[config.mk]
export PLATFORM = sky130hd
export DESIGN_NAME = ahblite_master_arbiter_flat
export DESIGN_NICKNAME = d
export VERILOG_FILES = /design/src/rtl/ahblite_master_arbiter_if.sv /design/src/rtl/ahblite_master_arbiter.sv /design/src/flat_wrapper.sv
export SDC_FILE = /design/constraint.sdc
export NUM_CORES = 1
export LEC_CHECK = 0
export CAP_MARGIN = 20
export CELL_PAD_IN_SITES_DETAIL_PLACEMENT = 0
export CELL_PAD_IN_SITES_GLOBAL_PLACEMENT = 2
export CORE_MARGIN = 4
export CORE_UTILIZATION = 23
export DETAILED_ROUTE_END_ITERATION = 12
export PLACE_DENSITY = 0.88
export SLEW_MARGIN = 20
export SYNTH_ARGS = -nofsm -noshare
export SYNTH_HDL_FRONTEND = slang
export SYNTH_SLANG_ARGS = --single-unit
[constraint.sdc]
create_clock -name HCLK -period 2.9 [get_ports HCLK]
set_input_delay 0.29 -clock HCLK [delete_from_list [all_inputs] [get_ports HCLK]]
set_output_delay 0.29 -clock HCLK [all_outputs]
set_load 0.05 [all_outputs]
[src/rtl/ahblite_master_arbiter_if.sv]
// Bus bundle around the two-master AHB-Lite arbiter: per-master request side
// (packed [master] arrays) plus the single shared slave path.
interface ahblite_master_arbiter_if;
  logic [1:0][31:0] M_HADDR;
  logic [1:0][1:0]  M_HTRANS;
  logic [1:0]       M_HWRITE;
  logic [1:0][2:0]  M_HSIZE;
  logic [1:0][2:0]  M_HBURST;
  logic [1:0][3:0]  M_HPROT;
  logic [1:0][31:0] M_HWDATA;
  logic [1:0]       M_HREADY;
  logic [1:0]       M_HRESP;
  logic [1:0][31:0] M_HRDATA;

  logic [31:0] HADDR;
  logic [1:0]  HTRANS;
  logic        HWRITE;
  logic [2:0]  HSIZE;
  logic [2:0]  HBURST;
  logic [3:0]  HPROT;
  logic [31:0] HWDATA;
  logic        HREADY;
  logic        HRESP;
  logic [31:0] HRDATA;

  // master: the arbiter, which masters the shared slave path
  modport master (
    input  M_HADDR, M_HTRANS, M_HWRITE, M_HSIZE, M_HBURST, M_HPROT, M_HWDATA,
    input  HREADY, HRESP, HRDATA,
    output M_HREADY, M_HRESP, M_HRDATA,
    output HADDR, HTRANS, HWRITE, HSIZE, HBURST, HPROT, HWDATA
  );

  // slave: the environment (bus masters plus decoder / response mux)
  modport slave (
    output M_HADDR, M_HTRANS, M_HWRITE, M_HSIZE, M_HBURST, M_HPROT, M_HWDATA,
    output HREADY, HRESP, HRDATA,
    input  M_HREADY, M_HRESP, M_HRDATA,
    input  HADDR, HTRANS, HWRITE, HSIZE, HBURST, HPROT, HWDATA
  );
endinterface

[src/rtl/ahblite_master_arbiter.sv]
// Two-master AHB-Lite arbiter: one-entry address holding stage per master,
// round-robin grant, grant locked across fixed-length bursts.
module ahblite_master_arbiter #(
  parameter logic PARK = 1'b0
) (
  input logic                      HCLK,
  input logic                      HRESETn,
  ahblite_master_arbiter_if.master io_bus
);
  typedef struct packed {
    logic [31:0] haddr;
    logic [1:0]  htrans;
    logic        hwrite;
    logic [2:0]  hsize;
    logic [2:0]  hburst;
    logic [3:0]  hprot;
  } ap_t;

  localparam logic [1:0] IDLE = 2'b00, NONSEQ = 2'b10, SEQ = 2'b11;

  logic            r_addr_owner, r_last_grant, r_last_acc_owner;
  logic            r_dph_valid, r_dph_owner;
  logic [1:0]      r_pend;
  ap_t  [1:0]      r_cap;
  logic [3:0]      r_beats_left;

  ap_t  [1:0]      w_live, w_src;
  logic [1:0]      w_req, w_mready, w_issue, w_cap;
  ap_t             w_bus;
  logic [3:0]      w_beats_nxt;
  logic            w_any_req, w_winner;

  always_comb begin
    for (int x = 0; x < 2; x++) begin
      w_live[x] = {io_bus.M_HADDR[x], io_bus.M_HTRANS[x], io_bus.M_HWRITE[x],
                   io_bus.M_HSIZE[x], io_bus.M_HBURST[x], io_bus.M_HPROT[x]};
      w_req[x]  = r_pend[x] | w_live[x].htrans[1];
      w_src[x]  = r_pend[x] ? r_cap[x] : w_live[x];
      // a held SEQ lost its burst context if someone else used the bus meanwhile
      if (r_pend[x] && r_cap[x].htrans == SEQ && r_last_acc_owner != x[0])
        w_src[x].htrans = NONSEQ;
      w_mready[x] = r_pend[x] ? 1'b0 :
                    (r_dph_valid && r_dph_owner == x[0]) ? io_bus.HREADY : 1'b1;
      w_issue[x]  = (r_addr_owner == x[0]) && io_bus.HREADY;
      w_cap[x]    = w_mready[x] && !r_pend[x] && w_live[x].htrans[1] && !w_issue[x];
    end

    w_bus = w_src[r_addr_owner];
    if (!w_req[r_addr_owner]) w_bus.htrans = IDLE;

    w_beats_nxt = r_beats_left;
    if (io_bus.HREADY) begin
      if (w_bus.htrans == NONSEQ) begin
        case (w_bus.hburst)
          3'd2, 3'd3: w_beats_nxt = 4'd3;
          3'd4, 3'd5: w_beats_nxt = 4'd7;
          3'd6, 3'd7: w_beats_nxt = 4'd15;
          default:    w_beats_nxt = 4'd0;
        endcase
      end else if (w_bus.htrans == SEQ && r_beats_left != 4'd0) begin
        w_beats_nxt = r_beats_left - 4'd1;
      end
    end

    w_any_req = |w_req;
    w_winner  = (&w_req) ? ~r_last_grant : w_req[1];
  end

  assign io_bus.HADDR    = w_bus.haddr;
  assign io_bus.HTRANS   = w_bus.htrans;
  assign io_bus.HWRITE   = w_bus.hwrite;
  assign io_bus.HSIZE    = w_bus.hsize;
  assign io_bus.HBURST   = w_bus.hburst;
  assign io_bus.HPROT    = w_bus.hprot;
  assign io_bus.HWDATA   = io_bus.M_HWDATA[r_dph_owner];
  assign io_bus.M_HREADY = w_mready;
  assign io_bus.M_HRESP  = {2{io_bus.HRESP & r_dph_valid}} & {r_dph_owner, ~r_dph_owner};
  assign io_bus.M_HRDATA = {2{io_bus.HRDATA}};

  always_ff @(posedge HCLK or negedge HRESETn) begin
    if (!HRESETn) begin
      r_addr_owner     <= PARK;
      r_last_grant     <= PARK;
      r_last_acc_owner <= PARK;
      r_dph_valid      <= 1'b0;
      r_dph_owner      <= 1'b0;
      r_pend           <= '0;
      r_cap            <= '0;
      r_beats_left     <= '0;
    end else begin
      for (int x = 0; x < 2; x++) begin
        if (w_cap[x]) begin
          r_pend[x] <= 1'b1;
          r_cap[x]  <= w_live[x];
        end else if (r_pend[x] && w_issue[x]) begin
          r_pend[x] <= 1'b0;
        end
      end
      r_beats_left <= w_beats_nxt;
      if (io_bus.HREADY) begin
        r_dph_valid <= w_bus.htrans[1];
        r_dph_owner <= r_addr_owner;
        if (w_bus.htrans[1]) r_last_acc_owner <= r_addr_owner;
        // re-arbitrate only once any fixed-length burst has fully issued
        if (w_beats_nxt == 4'd0) begin
          r_addr_owner <= w_any_req ? w_winner : PARK;
          if (w_any_req) r_last_grant <= w_winner;
        end
      end
    end
  end
endmodule

[src/flat_wrapper.sv]
// flat-port wrapper written by rule: the top's interface ports become plain ports
module ahblite_master_arbiter_flat 
#(
  parameter logic PARK = 1'b0
)
  (HCLK, HRESETn, io_bus_M_HADDR, io_bus_M_HTRANS, io_bus_M_HWRITE, io_bus_M_HSIZE, io_bus_M_HBURST, io_bus_M_HPROT, io_bus_M_HWDATA, io_bus_HREADY, io_bus_HRESP, io_bus_HRDATA, io_bus_M_HREADY, io_bus_M_HRESP, io_bus_M_HRDATA, io_bus_HADDR, io_bus_HTRANS, io_bus_HWRITE, io_bus_HSIZE, io_bus_HBURST, io_bus_HPROT, io_bus_HWDATA);
  ahblite_master_arbiter_if io_bus_i ();
  input logic HCLK;
  input logic HRESETn;
  input wire logic [$bits(io_bus_i.M_HADDR)-1:0] io_bus_M_HADDR;
  input wire logic [$bits(io_bus_i.M_HTRANS)-1:0] io_bus_M_HTRANS;
  input wire logic [$bits(io_bus_i.M_HWRITE)-1:0] io_bus_M_HWRITE;
  input wire logic [$bits(io_bus_i.M_HSIZE)-1:0] io_bus_M_HSIZE;
  input wire logic [$bits(io_bus_i.M_HBURST)-1:0] io_bus_M_HBURST;
  input wire logic [$bits(io_bus_i.M_HPROT)-1:0] io_bus_M_HPROT;
  input wire logic [$bits(io_bus_i.M_HWDATA)-1:0] io_bus_M_HWDATA;
  input wire logic [$bits(io_bus_i.HREADY)-1:0] io_bus_HREADY;
  input wire logic [$bits(io_bus_i.HRESP)-1:0] io_bus_HRESP;
  input wire logic [$bits(io_bus_i.HRDATA)-1:0] io_bus_HRDATA;
  output wire logic [$bits(io_bus_i.M_HREADY)-1:0] io_bus_M_HREADY;
  output wire logic [$bits(io_bus_i.M_HRESP)-1:0] io_bus_M_HRESP;
  output wire logic [$bits(io_bus_i.M_HRDATA)-1:0] io_bus_M_HRDATA;
  output wire logic [$bits(io_bus_i.HADDR)-1:0] io_bus_HADDR;
  output wire logic [$bits(io_bus_i.HTRANS)-1:0] io_bus_HTRANS;
  output wire logic [$bits(io_bus_i.HWRITE)-1:0] io_bus_HWRITE;
  output wire logic [$bits(io_bus_i.HSIZE)-1:0] io_bus_HSIZE;
  output wire logic [$bits(io_bus_i.HBURST)-1:0] io_bus_HBURST;
  output wire logic [$bits(io_bus_i.HPROT)-1:0] io_bus_HPROT;
  output wire logic [$bits(io_bus_i.HWDATA)-1:0] io_bus_HWDATA;
  assign io_bus_i.M_HADDR = io_bus_M_HADDR;
  assign io_bus_i.M_HTRANS = io_bus_M_HTRANS;
  assign io_bus_i.M_HWRITE = io_bus_M_HWRITE;
  assign io_bus_i.M_HSIZE = io_bus_M_HSIZE;
  assign io_bus_i.M_HBURST = io_bus_M_HBURST;
  assign io_bus_i.M_HPROT = io_bus_M_HPROT;
  assign io_bus_i.M_HWDATA = io_bus_M_HWDATA;
  assign io_bus_i.HREADY = io_bus_HREADY;
  assign io_bus_i.HRESP = io_bus_HRESP;
  assign io_bus_i.HRDATA = io_bus_HRDATA;
  assign io_bus_M_HREADY = io_bus_i.M_HREADY;
  assign io_bus_M_HRESP = io_bus_i.M_HRESP;
  assign io_bus_M_HRDATA = io_bus_i.M_HRDATA;
  assign io_bus_HADDR = io_bus_i.HADDR;
  assign io_bus_HTRANS = io_bus_i.HTRANS;
  assign io_bus_HWRITE = io_bus_i.HWRITE;
  assign io_bus_HSIZE = io_bus_i.HSIZE;
  assign io_bus_HBURST = io_bus_i.HBURST;
  assign io_bus_HPROT = io_bus_i.HPROT;
  assign io_bus_HWDATA = io_bus_i.HWDATA;
  ahblite_master_arbiter #(.PARK(PARK)) u_core (.HCLK(HCLK), .HRESETn(HRESETn), .io_bus(io_bus_i));
endmodule
# [Yosys cells after proc, flatten, opt, wreduce, memory -nomap -nowiden]
# Cells that the tools add are included.
[totals] register_bits=101 in_bits=190 out_inout_bits=145 elab_cells=99
[op_classes] addsub=1 order_cmp=2 eq_ne=10 muxes=25 n_bitwise=8 reduce_logical=33
[ops] op="45-bit 2-to-1 mux" n=4
[ops] op="32-bit 2-to-1 mux" n=2
[ops] op="1-bit logical AND" n=17
[ops] op="3-bit equality test, second input constant" n=4
[ops] op="1-bit 2-to-1 mux" n=12
[ops] op="4-bit 2-to-1 mux" n=3
[ops] op="4-bit one-hot mux with 3 select lines" n=1
[ops] op="2-bit equality test, second input constant" n=4
[ops] op="2-bit OR reduction" n=4
[ops] op="3-bit by 2-bit equality test with 1-bit output, second input constant" n=2
[ops] op="2-bit 2-to-1 mux" n=3
[ops] op="2-bit AND reduction" n=3
[ops] op="1-bit zero test" n=4
[ops] op="4-bit zero test" n=1
[ops] op="1-bit by 2-bit < comparator with 1-bit output, second input constant" n=2
[ops] op="1-bit NOT" n=4
[ops] op="2-bit nonzero test" n=2
[ops] op="4-bit nonzero test" n=1
[ops] op="4-bit by 1-bit subtractor with 4-bit output, second input constant" n=1
[ops] op="3-bit AND reduction" n=1
[ops] op="2-bit bitwise AND" n=1
[ops] op="1-bit bitwise OR" n=2
[ops] op="1-bit bitwise AND" n=1

# [Longest topological paths before layout]
# Gate-level depths: netlist of the first run.
[depth] word_depth=14 depth_mapped=9 depth_no_buf=8

# [Worst setup path before layout of the first run]
# Ideal clock, no wire load.
[synth_path] path_kind="reg-to-reg" startpoint="register u_core.r_dph_owner" endpoint="register u_core.r_cap[0] (netlist bit)" setup_ps=125 arrival_ps=2749 required_time_ps=2775 slack_ps=26 stages_incl_launch_ff=8 path_buffers=3 synth_period_minus_slack_ps=2874 cell_sequence="dfrtp_1 > clkbuf_1 > inv_1 > a31oi_1 > and3_1 > clkbuf_1 > clkbuf_1 > mux2_2"
[synth_between] elab_chain_len=7
[synth_rtl] element="start, declared" line_no="ahblite_master_arbiter.sv:22" text="logic r_dph_valid, r_dph_owner;"
[synth_rtl] element="start signal, assigned" line_no="ahblite_master_arbiter.sv:102" text="r_dph_owner <= r_addr_owner;"
[synth_rtl] element="1-bit NOT" line_no="ahblite_master_arbiter.sv:43" text="(r_dph_valid && r_dph_owner == x[0]) ? io_bus.HREADY : 1'b1;"
[synth_rtl] element="1-bit logical AND" line_no="ahblite_master_arbiter.sv:43"
[synth_rtl] element="1-bit 2-to-1 mux" line_no="ahblite_master_arbiter.sv:43"
[synth_rtl] element="1-bit 2-to-1 mux" line_no="ahblite_master_arbiter.sv:42" text="w_mready[x] = r_pend[x] ? 1'b0 :"
[synth_rtl] element="net io_bus_M_HREADY[0]" line_no="flat_wrapper.sv:20" text="output wire logic [$bits(io_bus_i.M_HREADY)-1:0] io_bus_M_HREADY;"
[synth_rtl] element="1-bit logical AND (3 in series)" line_no="ahblite_master_arbiter.sv:45" text="w_cap[x] = w_mready[x] && !r_pend[x] && w_live[x].htrans[1] && !w_issue[x];"
[synth_rtl] element="end signal, assigned by index" line_no="ahblite_master_arbiter.sv:94" text="r_cap[x] <= w_live[x];"
[synth_rtl] element="end, declared" line_no="ahblite_master_arbiter.sv:24" text="ap_t [1:0] r_cap;"
# The timed path passes the listed nets, and every way through them passes these cells.
# A chain may end at the register's enable or synchronous reset.

# [Final worst setup path of the first run]
[layout_path] startpoint="register u_core.r_pend[1]" endpoint="output port io_bus_HBURST[0]"
[layout_between] elab_chain_len=3
[layout_rtl] element="start, declared" line_no="ahblite_master_arbiter.sv:23" text="logic [1:0] r_pend;"
[layout_rtl] element="start signal, assigned" line_no="ahblite_master_arbiter.sv:87" text="r_pend <= '0;"
[layout_rtl] element="start signal, assigned by index" line_no="ahblite_master_arbiter.sv:93" text="r_pend[x] <= 1'b1;"
[layout_rtl] element="start signal, assigned by index" line_no="ahblite_master_arbiter.sv:96" text="r_pend[x] <= 1'b0;"
[layout_rtl] element="45-bit 2-to-1 mux" line_no="ahblite_master_arbiter.sv:38" text="w_src[x] = r_pend[x] ? r_cap[x] : w_live[x];"
[layout_rtl] element="45-bit 2-to-1 mux (implied by the code) (2 in series)" line_no="ahblite_master_arbiter.sv:48" text="w_bus = w_src[r_addr_owner];"
[layout_rtl] element="end, declared" line_no="flat_wrapper.sv:27" text="output wire logic [$bits(io_bus_i.HBURST)-1:0] io_bus_HBURST;"
# No other way between the ends. The select of a mux whose other input is x is not followed.

==> run metrics, run 1 <==
num rows 60; first-pass GRT wire length 29600 um; DP Worst Slack approximately 180 ps; number of port buffers between 200 and 250; Worst-Skew Late Latency 350 ps; final worst slack about 160 ps; Max Fclk roughly 360 MHz; vias in the first global route 5007; Post-route DRC 0; RSZ-0062 raised after global routing false; synthesized area per cell roughly 11 um^2; register clock-pin slew on the reported worst setup and hold paths 70 ps; syn nets approximately 760; initial antenna violation count 2; Warnings, synthesis 0; Detailed Place HPWL about 14000 um; Total Wirelength ~19000 um; Worst EP required 2610 ps; pin count of the biggest net entering global routing 60; count leader, synth mux2_2; Clock Path Buffers 2; area grow syn2layout 42.8%; layout cell share with drive strength beyond 1 29.3%; core footprint between 0.02 and 0.03 mm^2; Min Hold Slack 490 ps; Iteration-0 DRC Markers between 100 and 150; max_slew headroom between 50% and 60%; Synth cell types 39; synth top area cells dfrtp_1 40%, mux2_2 22%, buf_4 7.7%, mux2i_1 7.5%, a211oi_1 5.0%; CTS Root Cell clkbuf_16; CP Launch Type flop; GPL Wtd Cong between 0.8 and 0.9; top cells by count, synth 123 x mux2_2, 101 x dfrtp_1, 64 x buf_4; Total Routing Usage GR ~13%; TNS Setup 0 ps; WL per Instance between 15 and 20 um; CP endpoint kind output pin; crit path max fanout 16; Mapped Area approximately 0.0063 mm^2; crit path DAT around 2500 ps; Setup CP Type flop to output pin; Power Total about 11 mW; post-synth top area cell dfrtp_1; Post-synth EDFFs 0; CTS tree yes; Die Height between 150 and 200 um; Mapped Cells between 500 and 600; Die Wd between 150 and 200 um; Vias/cell 4.49; type of the tightest min-delay check primary input to async pin; placed cell area between 0.008 and 0.009 mm^2; Slew Viols, Final 0; crit path time final roughly 2700 ps; status complete, no violations; initial core utilization 23.3%; Hold Violations, Final 0; Pre-Repair DR Iteration Count 4; fin area roughly 0.0089 mm^2; Peak VDD IR about 0.00056 V; sequential area share after synthesis approximately two fifths; Layout Nets a little over 900; Leak Pwr between 3 and 4 nW; setup violators final 0; routed vias 4834; worst-margin pin slew roughly 620 ps; # IOs 335; Max Cap Viol 0; die footprint around 0.030 mm^2; area share of the largest cell type after synthesis roughly 40%; Num Clock Sinks between 100 and 150; Overflow after GRT 0; # H-tree levels 3; Final period util between 90 and 100%; Worst Skew 13.0 ps; DRT antenna net count 0; CTS Buf Count 9; Primary FF master, synth dfrtp_1; Post-synth ARST share between 90% and 100%; P per Cell Area 1200 mW/mm^2; Seq cells post-synth between 100 and 150
## kinds of logic after synthesis
| kind of cell | synth area share [%] |
|---|---|
| compound gates | 10.9 |
| fa+ha+maj | 0.200 |
| buf+inv | 10.7 |
| flops | 40.4 |
| mux | 29.9 |
| simple gates | 7.93 |
## cell usage in the layout (no fill, tap or decap), drive strengths merged, types with 2 or more instances in the layout
master / instances
a211oi: 42
a21oi: 42
a311oi: 3
a31oi: 2
and3: 2
buf: 63
clkbuf: 11
clkdlybuf4s50: 190
clkinv: 4
dfrtp: 101
dlymetal6s2s: 2
inv: 7
mux2: 124
mux2i: 47
nand2: 13
nand2b: 2
nand3: 3
nand4: 3
nor2: 8
nor2b: 43
nor3: 2
nor4: 3
o2111ai: 2
o21ai: 3
## path summary, 6_finish.rpt
path,cells past startpoint,slack [ps],startpoint,to
setup / recovery,4,160,u_core.r_pend[1],io_bus_HBURST[0]
hold / removal,2,490,HRESETn,u_core.r_cap[54]
setup reg to reg,8,410,u_core.r_pend[1],u_core.r_addr_owner
hold reg to reg,1,500,u_core.r_cap[12],u_core.r_cap[12]
max in group asynchronous,3,1610,HRESETn,u_core.r_cap[80]
min in group HCLK,1,500,u_core.r_cap[12],u_core.r_cap[12]
## state kept, by name (all words and copies together) (netlist names)
name                     count
u_core.r_dph_owner           1
u_core.r_pend                2
u_core.r_last_acc_owner      1
u_core.r_last_grant          1
u_core.r_dph_valid           1
u_core.r_addr_owner          1
u_core.r_cap                90
u_core.r_beats_left          4
## repair_timing
item | in CTS | in global routing
setup buffers | 0 | 0
resized for setup | 0 | 2
hold buffers | 1 | 0
endpoints found under the hold margin | 42 | 0
setup endpoints to repair | 0 | 2
## critical path: stages (launching register included)
cell and delay, ps:
dfrtp_4 620, buf_4 370, mux2i_1 120, a21oi_1 170
clkdlybuf4s50_1 820
## metal layers
| metal | vias up | GRT usage [%] | share of wire [%] |
|---|---|---|---|
| li1 | 2297 | - | - |
| met1 | 2338 | 14.0 | 40 |
| met2 | 160 | 22.4 | 50 |
| met3 | 39 | 4.35 | 7.1 |
| met4 | 0 | 3.66 | 2.3 |
| met5 | - | 0 | 0 |
## area by class of cell
type,instances,area (um^2)
antenna,1,2.50
tap,341,427
multi-input combinational,354,3060
sequential,101,2540
clock inverter,5,57.6
timing repair buffer,256,2560
inverter,7,26.3
fill,2732,18000
clock buffer,11,253
## where the power goes
group	switching [mW]	internal (mW)
logic	4.07	2.80
registers	0.459	2.13
clock network	0.571	0.720
## per-stage QoR
stage          util, %  instances
2_1_floorplan        -        566
3_3_place_gp      32.0       1058
3_5_place_dp      32.0       1058
4_1_cts           33.2       1075
5_1_grt           33.2       1075
6_report          33.2       1076
Note: power is estimated with default switching activity, not from simulation.
==> run 2: changes to the inputs <==
- CELL_PAD_IN_SITES_DETAIL_PLACEMENT: 0 -> not set
- CELL_PAD_IN_SITES_GLOBAL_PLACEMENT: 2 -> not set
- PLACE_DENSITY: 0.88 -> 0.59
==> run metrics, run 2 (same netlist as run 1, synthesis figures left out) <==
status complete, no violations; crit path DAT between 2000 and 2500 ps; Total Routing Usage GR a little over an eighth; WL per Instance between 15 and 20 um; Die Height between 150 and 200 um; CP endpoint kind output pin; Worst EP required between 2000 and 3000 ps; pin count of the biggest net entering global routing 64; Worst-Skew Late Latency ~350 ps; CTS Buf Count 9; Post-route DRC 0; Iteration-0 DRC Markers 86; number of port buffers 238; Setup CP Type flop to output pin; Slowest cell on crit path clkdlybuf4s50_1; crit path max fanout 36; setup violators final 0; Max Cap Viol 0; area grow syn2layout 48.3%; CP Launch Type flop; biggest regs u_core.r_cap (90), u_core.r_beats_left (4), u_core.r_pend (2); Cell Chain, Critical Path buf_12 -> buf_12 -> nor2b_1 -> a211oi_1 -> a21oi_1 -> clkdlybuf4s50_1; Num Clock Sinks 101; number of flip-flops in the largest register 90; Detailed Place HPWL roughly 16000 um; # H-tree levels 3; worst-margin pin slew ~560 ps; Peak VDD IR between 0.0006 and 0.0007 V; Final period util a little over nine tenths; routed vias about 5000; layout cell share with drive strength beyond 1 between 20% and 30%; most frequent cells in the layout 187 x clkdlybuf4s50_1, 123 x mux2_2, 98 x dfrtp_1, 47 x mux2i_1, 43 x nor2b_1; Final Util roughly a third; DRT antenna net count 0; Max Fclk 366 MHz; vias in the first global route 5106; GPL Wtd Cong around 0.80; Layout Nets ~920; Leak Pwr ~3.8 nW; Slew Viols, Final 0; type of the tightest min-delay check primary input to async pin; multi-input logic area about 0.003 mm^2; crit path time final 2730 ps; max_slew headroom a little over three fifths; commonest non-fill, non-tap cell in the layout clkdlybuf4s50_1; core footprint approximately 0.027 mm^2; setup bufs post-CTS 0; die footprint 0.0299 mm^2; num rows 60; CTS Root Cell clkbuf_16; CTS tree yes; Pre-Repair DR Iteration Count 4; P per Cell Area 1200 mW/mm^2; Vias/cell ~4.5; Worst Skew between 10 and 15 ps; fillers roughly 2700; Crit path buffers/inverters 3; initial antenna violation count 2; Top reg by flops u_core.r_cap; RR Endpoint u_core.r_addr_owner; first-pass GRT wire length approximately 31000 um; Register-to-Register Path Depth 8; Largest stage delay, worst path between 800 and 900 ps; Resize count post-CTS 0; hold buffers post-CTS 1; # IOs between 300 and 400; Hold Violations, Final 0; TNS Setup 0 ps; Total Wirelength ~21000 um; Overflow after GRT 0; flop-to-flop setup slack between 300 and 400 ps; crit-path leading delay family buffers and inverters; Reg area around 0.0025 mm^2; Worst R2R Start u_core.r_pend[1]; RSZ-0062 raised after global routing false; most frequent CP cell buf_12; register clock-pin slew on the reported worst setup and hold paths about 70 ps; Clock Path Buffers 2; initial core utilization 23.3%; Die Wd around 170 um
[run 2: changes by cell type in the layout (fill, tap and decap cells not counted)]
cell,before,now
clkinvlp_4,0,1
clkbuf_8,2,1
clkinv_4,1,0
buf_4,51,25
clkbuf_1,0,1
dlymetal6s2s_1,2,0
clkdlybuf4s50_1,190,187
buf_12,12,42
inv_6,1,2
clkinv_2,2,0
diode_2,1,3
[run 2: worst max-delay path by stage]
stage	start	endpoint	slack (ps)	depth (start not counted)
2_1_floorplan	u_core.r_dph_owner	u_core.r_cap[0]	30	7
3_3_place_gp	io_bus_M_HTRANS[1]	u_core.r_addr_owner	230	8
3_5_place_dp	io_bus_M_HTRANS[1]	u_core.r_addr_owner	160	8
4_1_cts	u_core.r_pend[1]	io_bus_HADDR[8]	110	4
5_1_grt	u_core.r_pend[0]	io_bus_HADDR[13]	30	6
6_report	u_core.r_pend[0]	io_bus_HADDR[13]	170	6
[run 2: layout make-up]
class	count	share of cell area (%)
multi-input combinational	354	33.0
timing repair buffer	255	31.4
sequential	101	27.4
tap	341	4.60
clock buffer	11	2.62
clock inverter	4	0.594
inverter	7	0.284
antenna	3	0.0810
[run 2: metal layers]
layer	GRT usage [%]	wire [um]	vias to the layer above
met5	0	0	-
li1	-	-	2305
met4	4.79	566	0
met2	24.4	10600	170
met3	5.03	1650	52
met1	14.8	7800	2334
[run 2: power by group]
part	total (mW)	switching (mW)	internal [mW]
clock network	1.26	0.562	0.696
logic	7.24	4.20	3.04
registers	2.61	0.489	2.13
[run 2: through the flow]
stage	hold WS [ps]	total power [mW]	worst slack (ps)	area, um^2	instances
2_1_floorplan	-5.59	7.56	25.7	6250	566
3_3_place_gp	336	9.93	228	8950	1057
3_5_place_dp	324	9.99	161	8950	1057
4_1_cts	480	11.3	113	9260	1073
5_1_grt	518	11.8	29.6	9260	1074
6_report	475	11.1	169	9270	1076
==> run 3: changes to the inputs <==
- SETUP_SLACK_MARGIN: not set -> 0.5
==> run metrics, run 3 (same netlist as run 1, synthesis figures left out) <==
Pre-Repair DR Iteration Count 5; first-pass GRT wire length 31700 um; crit path max fanout 6; Worst Skew between 10 and 15 ps; # diodes 0; Die Height 173 um; Detailed Place HPWL ~15000 um; crit path DAT between 2000 and 3000 ps; Max Cap Viol 0; Min Hold Slack between 400 and 500 ps; CTS Buf Count 9; GPL Wtd Cong 0.810; initial core utilization 23.3%; Setup crit end u_core.r_addr_owner; Post-route DRC 0; core footprint 0.0269 mm^2; # IOs approximately 340; Worst EP required 3120 ps; register clock-pin slew on the reported worst setup and hold paths 80 ps; CTS Root Cell clkbuf_16; Iteration-0 DRC Markers 146; CP Launch Type flop; fillers about 2700; num rows 60; CP endpoint kind flop; Peak VDD IR approximately 0.00063 V; Top reg by flops u_core.r_cap; Power Total roughly 11 mW; # H-tree levels 3; Total Wirelength approximately 20000 um; Largest stage delay, worst path between 500 and 600 ps; Cell Chain, Critical Path buf_4 -> a311oi_4 -> buf_4 -> nor3_1 -> o21ai_1 -> nand4_1 -> nor4_4 -> mux2_1; Die Wd roughly 170 um; Total Routing Usage GR between 10% and 20%; Leak Pwr approximately 3.8 nW; Vias/cell about 4.6; RSZ-0062 raised after global routing true; Overflow after GRT 0; Max Fclk roughly 410 MHz; Slew Viols, Final 0; Setup CP Type flop to flop; DRT antenna net count 0; TNS Setup 0 ps; P per Cell Area ~1200 mW/mm^2; most frequent CP cell buf_4; vias in the first global route 5265; Slowest cell on crit path dfrtp_4; most frequent cells in the layout 158 x clkdlybuf4s50_1, 123 x mux2_2, 98 x dfrtp_1, 52 x buf_4, 45 x mux2i_1; CTS tree yes; layout cell share with drive strength beyond 1 39.9%; crit path time final approximately 2400 ps; Register-to-Register Path Depth 8; area grow syn2layout 48.0%; commonest non-fill, non-tap cell in the layout clkdlybuf4s50_1; WL per Instance approximately 19 um; Hold Violations, Final 0; DP Worst Slack about 200 ps; routed vias between 4000 and 5000; Worst-Skew Late Latency approximately 350 ps; Final period util a little over four fifths; crit path launch u_core.r_pend[0]; Clock Path Buffers 2; final worst slack between 400 and 500 ps; RR Endpoint u_core.r_addr_owner; number of flip-flops in the largest register 90; Worst R2R Start u_core.r_pend[0]; pin count of the biggest net entering global routing 60; Layout Nets around 930; setup violators final 0; max_slew headroom 59.9%; Num Clock Sinks slightly above 100; type of the tightest min-delay check primary input to async pin; worst-margin pin slew roughly 600 ps; die footprint ~0.03 mm^2; biggest regs u_core.r_cap (90), u_core.r_beats_left (4), u_core.r_pend (2); initial antenna violation count 0; flop-to-flop setup slack 470 ps; status complete, no violations; number of port buffers 238
[run 3: metrics by stage]
stage          cells  cell area, um^2  utilization [%]
6_report        1086             9250             34.4
5_1_grt         1086             9250             34.4
4_1_cts         1078             9180             34.1
3_5_place_dp    1054             8740             32.5
3_3_place_gp    1054             8740             32.5
2_1_floorplan    566             6430                -
[run 3: worst min path at each step]
| stage | startpoint | cells after the start | endpoint |
|---|---|---|---|
| 5_1_grt | HRESETn | 2 | u_core.r_cap[66] |
| 3_3_place_gp | HRESETn | 1 | u_core.r_cap[66] |
| 4_1_cts | HRESETn | 2 | u_core.r_cap[15] |
| 3_5_place_dp | HRESETn | 1 | u_core.r_cap[66] |
| 2_1_floorplan | HRESETn | 0 | u_core.r_addr_owner |
| 6_report | HRESETn | 2 | u_core.r_cap[66] |
[run 3: what timing repair did]
action,4_1_cts,5_1_grt
endpoints found under the hold margin,42,0
resized for setup,100,21
endpoints found under the setup margin,44,10
hold buffers,1,0
setup buffers,7,8
pin swaps,1,3
[run 3: area by class of cell]
| class | count | area [um^2] | share of cell area, % |
|---|---|---|---|
| timing repair buffer | 267 | 2640 | 28.6 |
| sequential | 101 | 2540 | 27.4 |
| multi-input combinational | 354 | 3270 | 35.3 |
| tap | 341 | 427 | 4.61 |
| inverter | 7 | 28.8 | 0.311 |
| clock buffer | 9 | 225 | 2.43 |
| clock inverter | 7 | 123 | 1.33 |
[run 3: worst max-delay path: cells and delay by family, from the launching register on]
kind / cells / cell delay, ps
muxes: 1 / 350
and+or+nand+nor: 3 / 620
buffers and inverters: 2 / 370
DFF: 1 / 520
AOI/OAI and AO/OA: 2 / 460
[run 3: routing by layer]
metal / routed length (um) / GRT usage (%) / vias to the layer above
met2: 10100 / 23.2 / 167
li1: - / - / 2322
met5: 0 / 0 / -
met1: 8350 / 15.8 / 2407
met4: 550 / 4.46 / 0
met3: 1410 / 4.22 / 68
[run 3: power by group]
group | switching [mW] | internal [mW]
Clock | 0.577 | 0.851
Combinational | 4.46 | 2.85
Sequential | 0.420 | 2.13
Total | 5.46 | 5.83
